File: src/rtl/writeback_arbiter.sv
// ============================================================================
// writeback_arbiter : three-source register-file write-back arbiter with one
//                     holding entry per source, per-register write ordering
//                     and round-robin grant.
// Revision : 1.0
// ============================================================================
`default_nettype none

module writeback_arbiter #(
   parameter int DATA_W = 32,
   parameter int N_REQ  = 3
) (
   input  logic                    clk_i,
   input  logic                    rst_i,
   input  logic [N_REQ-1:0]        req_valid_i,
   input  logic [5*N_REQ-1:0]      req_rd_i,
   input  logic [DATA_W*N_REQ-1:0] req_data_i,
   output logic [N_REQ-1:0]        req_ready_o,
   input  logic                    stall_wb_i,
   output logic                    reg_write_wb_o,
   output logic [4:0]              reg_rd_wb_o,
   output logic [DATA_W-1:0]       reg_rd_data_wb_o,
   output logic                    busy_o
);

   logic [N_REQ-1:0]  valid_q;
   logic [N_REQ-1:0]  valid_d;
   logic [4:0]        rd_q    [N_REQ];
   logic [DATA_W-1:0] data_q  [N_REQ];
   logic [N_REQ-1:0]  older_q [N_REQ];
   logic [N_REQ-1:0]  older_d [N_REQ];
   logic [1:0]        last_grant_q;

   logic [4:0]        req_rd   [N_REQ];
   logic [DATA_W-1:0] req_data [N_REQ];
   logic [N_REQ-1:0]  eligible;
   logic [N_REQ-1:0]  grant;
   logic [N_REQ-1:0]  accept;
   logic [N_REQ-1:0]  store;
   logic [1:0]        grant_idx;
   logic              grant_any;

   for (genvar k = 0; k < N_REQ; k++) begin : g_unpack
      assign req_rd[k]   = req_rd_i[5*k +: 5];
      assign req_data[k] = req_data_i[DATA_W*k +: DATA_W];
   end

   // An entry waits while any older pending entry targets the same register.
   always_comb begin
      for (int i = 0; i < N_REQ; i++) begin
         eligible[i] = valid_q[i];
         for (int j = 0; j < N_REQ; j++) begin
            if (j != i && valid_q[j] && older_q[j][i] && (rd_q[j] == rd_q[i]))
               eligible[i] = 1'b0;
         end
      end
   end

   always_comb begin
      logic [1:0] idx;
      grant     = '0;
      grant_any = 1'b0;
      grant_idx = last_grant_q;
      idx       = '0;
      for (int off = 1; off <= N_REQ; off++) begin
         idx = 2'((int'(last_grant_q) + off) % N_REQ);
         if (!grant_any && !stall_wb_i && eligible[idx]) begin
            grant_any = 1'b1;
            grant_idx = idx;
         end
      end
      if (grant_any)
         grant[grant_idx] = 1'b1;
   end

   always_comb begin
      for (int k = 0; k < N_REQ; k++) begin
         req_ready_o[k] = !valid_q[k] || grant[k];
         accept[k]      = req_valid_i[k] && req_ready_o[k];
         store[k]       = accept[k] && (req_rd[k] != 5'd0);
         valid_d[k]     = (valid_q[k] && !grant[k]) || store[k];
      end
   end

   // Newly stored entries are younger than all survivors; among themselves
   // the lower index is older.
   always_comb begin
      for (int i = 0; i < N_REQ; i++) begin
         older_d[i] = '0;
         for (int j = 0; j < N_REQ; j++) begin
            if (i == j)
               older_d[i][j] = 1'b0;
            else if (store[i] && store[j])
               older_d[i][j] = (i < j);
            else if (store[i])
               older_d[i][j] = 1'b0;
            else if (store[j])
               older_d[i][j] = 1'b1;
            else
               older_d[i][j] = older_q[i][j];
         end
      end
   end

   assign busy_o = |valid_q;

   always_ff @(posedge clk_i or negedge rst_i) begin
      if (!rst_i) begin
         valid_q          <= '0;
         last_grant_q     <= 2'd2;
         reg_write_wb_o   <= 1'b0;
         reg_rd_wb_o      <= 5'd0;
         reg_rd_data_wb_o <= '0;
         for (int k = 0; k < N_REQ; k++) begin
            rd_q[k]    <= 5'd0;
            data_q[k]  <= '0;
            older_q[k] <= '0;
         end
      end else begin
         valid_q <= valid_d;
         for (int k = 0; k < N_REQ; k++) begin
            older_q[k] <= older_d[k];
            if (store[k]) begin
               rd_q[k]   <= req_rd[k];
               data_q[k] <= req_data[k];
            end
         end
         if (grant_any) begin
            last_grant_q     <= grant_idx;
            reg_write_wb_o   <= 1'b1;
            reg_rd_wb_o      <= rd_q[grant_idx];
            reg_rd_data_wb_o <= data_q[grant_idx];
         end else begin
            reg_write_wb_o   <= 1'b0;
         end
      end
   end

endmodule

`default_nettype wire
File: config.mk
export PLATFORM = sky130hd
export DESIGN_NAME = writeback_arbiter
export DESIGN_NICKNAME = d
export VERILOG_FILES = /design/src/rtl/writeback_arbiter.sv
export SDC_FILE = /design/constraint.sdc
export NUM_CORES = 1
export LEC_CHECK = 0
export CORE_MARGIN = 2
export CORE_UTILIZATION = 55
export DETAILED_ROUTE_END_ITERATION = 7
export PLACE_DENSITY = 0.86
export SLEW_MARGIN = 20
export SYNTH_ARGS = -nofsm -noshare
export SYNTH_HDL_FRONTEND = slang
export SYNTH_SLANG_ARGS = --single-unit
File: constraint.sdc
create_clock -name clk_i -period 6.72 [get_ports clk_i]
set_clock_uncertainty 0.2 [all_clocks]
set_input_delay 2.016 -clock clk_i [delete_from_list [all_inputs] [get_ports clk_i]]
set_output_delay 2.016 -clock clk_i [all_outputs]
set_load 0.05 [all_outputs]
Word-level counts from Yosys, hierarchy flattened
Cells that the tools add are included.
Word-level totals
  bits of input ports: 117
  bits in registers: 160
  word-level logic and storage cells: 131
Cells by class
  magnitude comparators: 6
  bitwise logic cells: 1
  equality and inequality tests: 6
  reductions and logical operators: 52
  add/subtract/negate cells: 3
  div/mod/pow operators: 3
  mux-type cells: 43
Operator list (count)
  32-bit by 3-bit modulo with 32-bit output, second input constant: 3
  32-bit binary-select mux with 2-bit select: 1
  32-bit 2-to-1 mux: 2
  5-bit equality test: 6
  1-bit logical AND: 30
  1-bit 2-to-1 mux: 29
  5-bit nonzero test: 3
  2-bit by 3-bit less-than comparator with 1-bit output, second input constant: 4
  5-bit binary-select mux with 2-bit select: 1
  5-bit 2-to-1 mux: 2
  1-bit zero test: 9
  3-bit nonzero test: 3
  2-bit by 2-bit adder with 3-bit output, second input constant: 2
  1-bit binary-select mux with 2-bit select: 3
  1-bit logical OR: 6
  2-bit 2-to-1 mux: 3
  2-bit by 1-bit adder with 3-bit output, second input constant: 1
  3-bit >= comparator, second input constant: 1
  3-bit 2-to-1 mux: 1
  2-bit inverter with 3-bit output: 1
  3-bit OR reduction: 1
  1-bit demux with 2-bit select: 1
  2-bit by 1-bit >= comparator with 1-bit output, second input constant: 1

Depth between registers and ports, before layout
  depth after elaboration: 27
  mapped depth: 14

Worst setup path before layout
No wires, ideal clock.
  path type: input to output
  start: input port stall_wb_i
  end: output port req_ready_o[0]
  slack: 0.011 ns
  data arrival time: 4.493 ns
  cell stages on the path: 8
  path buffers: 2
  cell sequence: clkbuf_1 nor2_1 nand2_1 nor3_1 a21oi_1 a311o_1 clkbuf_1 o21ai_0
Between the ends
  longest elaborated chain between the ends: 17
RTL lines
  start: declaration: line 19  | input logic stall_wb_i,
  1-bit zero test *: line 67  | if (!grant_any && !stall_wb_i && eligible[idx]) begin
  1-bit logical AND: line 67
  1-bit 2-to-1 mux: line 67
  1-bit zero test: line 67
  1-bit logical AND (2 in series): line 67
  1-bit 2-to-1 mux: line 67
  1-bit zero test: line 67
  1-bit logical AND (2 in series): line 67
  2-bit 2-to-1 mux: line 67
  2-bit by 3-bit less-than comparator with 1-bit output (implied by the code) or 2-bit by 1-bit >= comparator with 1-bit output (tied branches): line 73  | grant[grant_idx] = 1'b1;
  1-bit logical AND (implied by the code): line 73
  1-bit 2-to-1 mux (implied by the code): line 73
  1-bit demux with 2-bit select: line 73
  3-bit 2-to-1 mux *: line 72  | if (grant_any)
  1-bit logical OR *: line 78  | req_ready_o[k] = !valid_q[k] || grant[k];
  end: declaration: line 18  | output logic [N_REQ-1:0] req_ready_o,
Every way passes the cells marked *; elsewhere a longest branch is shown, timed or not.

Worst setup path in the final report
Same ends and word-level chain as after synthesis.

==> reports/results.tsv <==
stage	metric	value	unit
run_status	status	completed	
cts	cts_sinks	160	
pwr	pwr-share-seq	0.303	
floorplan	rows	42	
logic_synthesis	synthCells	571	
routing	wl_per_cell	21.1	um
critical_path	endpoint	req_ready_o[0]	
logic_synthesis	synth.avg_cell_area	12.9	um2
pwr	p_leak	4.22	nW
logic_synthesis	ys_ff_latch	160	
timing	rsz0062_at_grt	false	
routing	vias	5476	
final_layout	final_nets	839	
logic_synthesis	yosysMostFrequentCell	dfrtp_1	
pwr	powerDensity	622	nW/um2
timing	period_share	0.975	
logic_synthesis	synth_seq_area_share	0.543	
logic_synthesis	synthTopCellsByCount	dfrtp_1 (159), o21ai_0 (43), mux2i_1 (38)	
final_layout	flow.area_growth_from_synthesis	32.0	%
cts	ctsRootBufferMaster	clkbuf_16	
logic_synthesis	ys.flop_type	dfrtp_1	
routing	viasPerCell	6.02	
critical_path	start_kind	input port	
pwr	vdd_drop_max	0.000448	V
timing	min_period	6.55	ns
timing	tns	0	ns
pwr	total_power	6.06	mW
logic_synthesis	synth_area_leaders	dfrtp_1 (54%), mux2_4 (7.3%), mux2i_1 (5.2%)	
logic_synthesis	async_flop_share	1.00	
global_routing	grt_pass1_wl	30600	um
global_routing	antenna_found_initial	0	
cts	cts_buffer_depth	2	
job	maxCapViolations	0	
timing	drv_slew	0	
final_layout	fin_util	0.739	
logic_synthesis	synth_edf_count	0	
critical_path	path_class	in2out	
cts	ctsHoldBuffers	0	
floorplan	core_area	13200	um2
cts	cts_tree	done	
logic_synthesis	synth_cell_types	56	
pwr	p_sw	2.52	mW
place	dp_hpwl	12600	um
timing	final-hold-violation-count	0	
cts	clk_transition_reported_paths	0.06	ns
hold_path	hold_class	reg2reg	
logic_synthesis	synth_nets	690	
critical_path	reg2reg_depth	11	
cts	post_cts.repair.setup_buffers	0	
routing	drc	0	
place	placed_area	9110	um2
cts	cts_buffers	17	
pwr	pwr-share-comb	0.536	
timing	relSlewSlack	0.260	
critical_path	crit_start	stall_wb_i	
pwr	pwr-share-clk	0.160	
cts	ctsResizeCount	0	
floorplan	die_y	120	um
final_layout	final_cells	909	
critical_path	r2r-end	data_q[95]	
global_routing	overflow	0	
logic_synthesis	yosys.area.top_type	dfrtp_1	
critical_path	critical_path_required	4.50	ns
logic_synthesis	yosysWarnings	0	
global_routing	gr-usage-all-layers	0.278	
cts	insertion_delay	0.43	ns
floorplan	io_pins	159	
timing	setup_viol	0	
global_routing	grt_pass1_vias	5792	
timing	worstMarginPinSlew	1.11	ns
logic_synthesis	synth_top_area_frac	0.539	
logic_synthesis	syn_area	7380	um2
critical_path	r2r-start	rd_q[0]	
global_routing	grt_max_degree	110	
floorplan	dieArea	14400	um2
critical_path	cp.arrival	4.34	ns
cts	cts_htree_levels	4	
routing	wl	19200	um
critical_path	cp_max_fo	9	
place	dp_cells	876	
floorplan	start_util	0.559	
floorplan	dieWidth	120	um
final_layout	drive_gt1_frac	0.175	
critical_path	r2r_slack	2.08	ns
timing	max_freq	153	MHz
routing	ant_nets	0	
place	port_buffers	158	
final_layout	fin_area	9740	um2
pwr	switching_share	0.416	
place	routabilityCongestion	0.948	
routing	drtPass1Iterations	5	
routing	first_iter_violations	502	
critical_path	worst_setup_path_end_kind	output port	
pwr	p_int	3.54	mW
final_layout	antenna-diode-count	0	
==> cell usage in the layout (no fill, tap or decap), drive strengths merged, types with 4 or more instances in the layout <==
master / netlist / routed
clkinv: 0 / 5
and2: 34 / 34
o21ai: 44 / 44
dfrtp: 159 / 159
a21oi: 6 / 6
nor2: 9 / 9
clkbuf: 21 / 20
nand2: 11 / 11
nor3: 7 / 7
and3: 6 / 6
xnor2: 13 / 13
clkdlybuf4s50: 0 / 154
a221o: 37 / 37
inv: 9 / 11
mux2: 69 / 69
buf: 15 / 12
nand2b: 4 / 4
a22o: 5 / 5
mux2i: 38 / 38
a22oi: 37 / 37
==> registers in the layout, indices dropped and copies added, names as in the netlist <==
name and flops:
valid_q 3, reg_write_wb_o 1, data_q 96, older_q 6
rd_q 15, reg_rd_wb_o 5, reg_rd_data_wb_o 32, last_grant_q 2
==> final cells by class <==
class	count	area (um2)
tap	176	220
inverter	9	36.3
clock inverter	12	133
multi-input combinational	366	3190
sequential	160	4010
fill	892	3450
timing repair buffer	166	1690
clock buffer	20	467
==> how the worst min path moves through the flow <==
stage / slack, ns / start / depth (start not counted) / to
6_report: 0.28 / older_q[8] / 1 / older_q[8]
3_3_place_gp: 0.27 / older_q[8] / 1 / older_q[8]
2_1_floorplan: 0.25 / older_q[7] / 1 / older_q[7]
3_5_place_dp: 0.27 / older_q[8] / 1 / older_q[8]
5_1_grt: 0.31 / older_q[7] / 1 / older_q[7]
4_1_cts: 0.28 / older_q[8] / 1 / older_q[8]
==> per-layer routing <==
metal	global-route usage	share of wire	wire length, um
met3	0.0675	0.061	1180
met1	0.337	0.40	7690
met4	0.0956	0.025	481
met5	0	0	0
met2	0.485	0.51	9860
==> critical path, cell delays in order <==
cell             delay (ns)
clkdlybuf4s50_1        0.59
nor2_1                 0.28
nand2_1                0.08
nor3_1                 0.21
a21oi_1                0.12
a311o_2                0.44
o21ai_0                0.40
buf_12                 0.20
==> kinds of logic after synthesis <==
logic type	synth area share
and+or+nand+nor	0.0732
buffers and inverters	0.0300
AOI/OAI and AO/OA	0.158
muxes	0.175
adders and majority gates	0.00339
xor gates and xnor gates	0.0178
DFF	0.543
==> metrics by stage <==
step	setup WS (ns)	hold WS [ns]
CTS	0.226	0.283
finish	0.167	0.281
floorplan	0.0105	0.248
detailed placement	0.238	0.271
global placement	0.385	0.267
global route	0.0302	0.313
==> power by group through the flow <==
stage	registers, mW	logic [mW]	clock network (mW)
floorplan	2.12	2.02	0
global placement	1.80	3.10	0
detailed placement	1.83	3.21	0
CTS	1.83	3.23	0.979
global route	1.89	3.47	1.02
finish	1.84	3.25	0.973
Power figures use the tool's default switching activity.
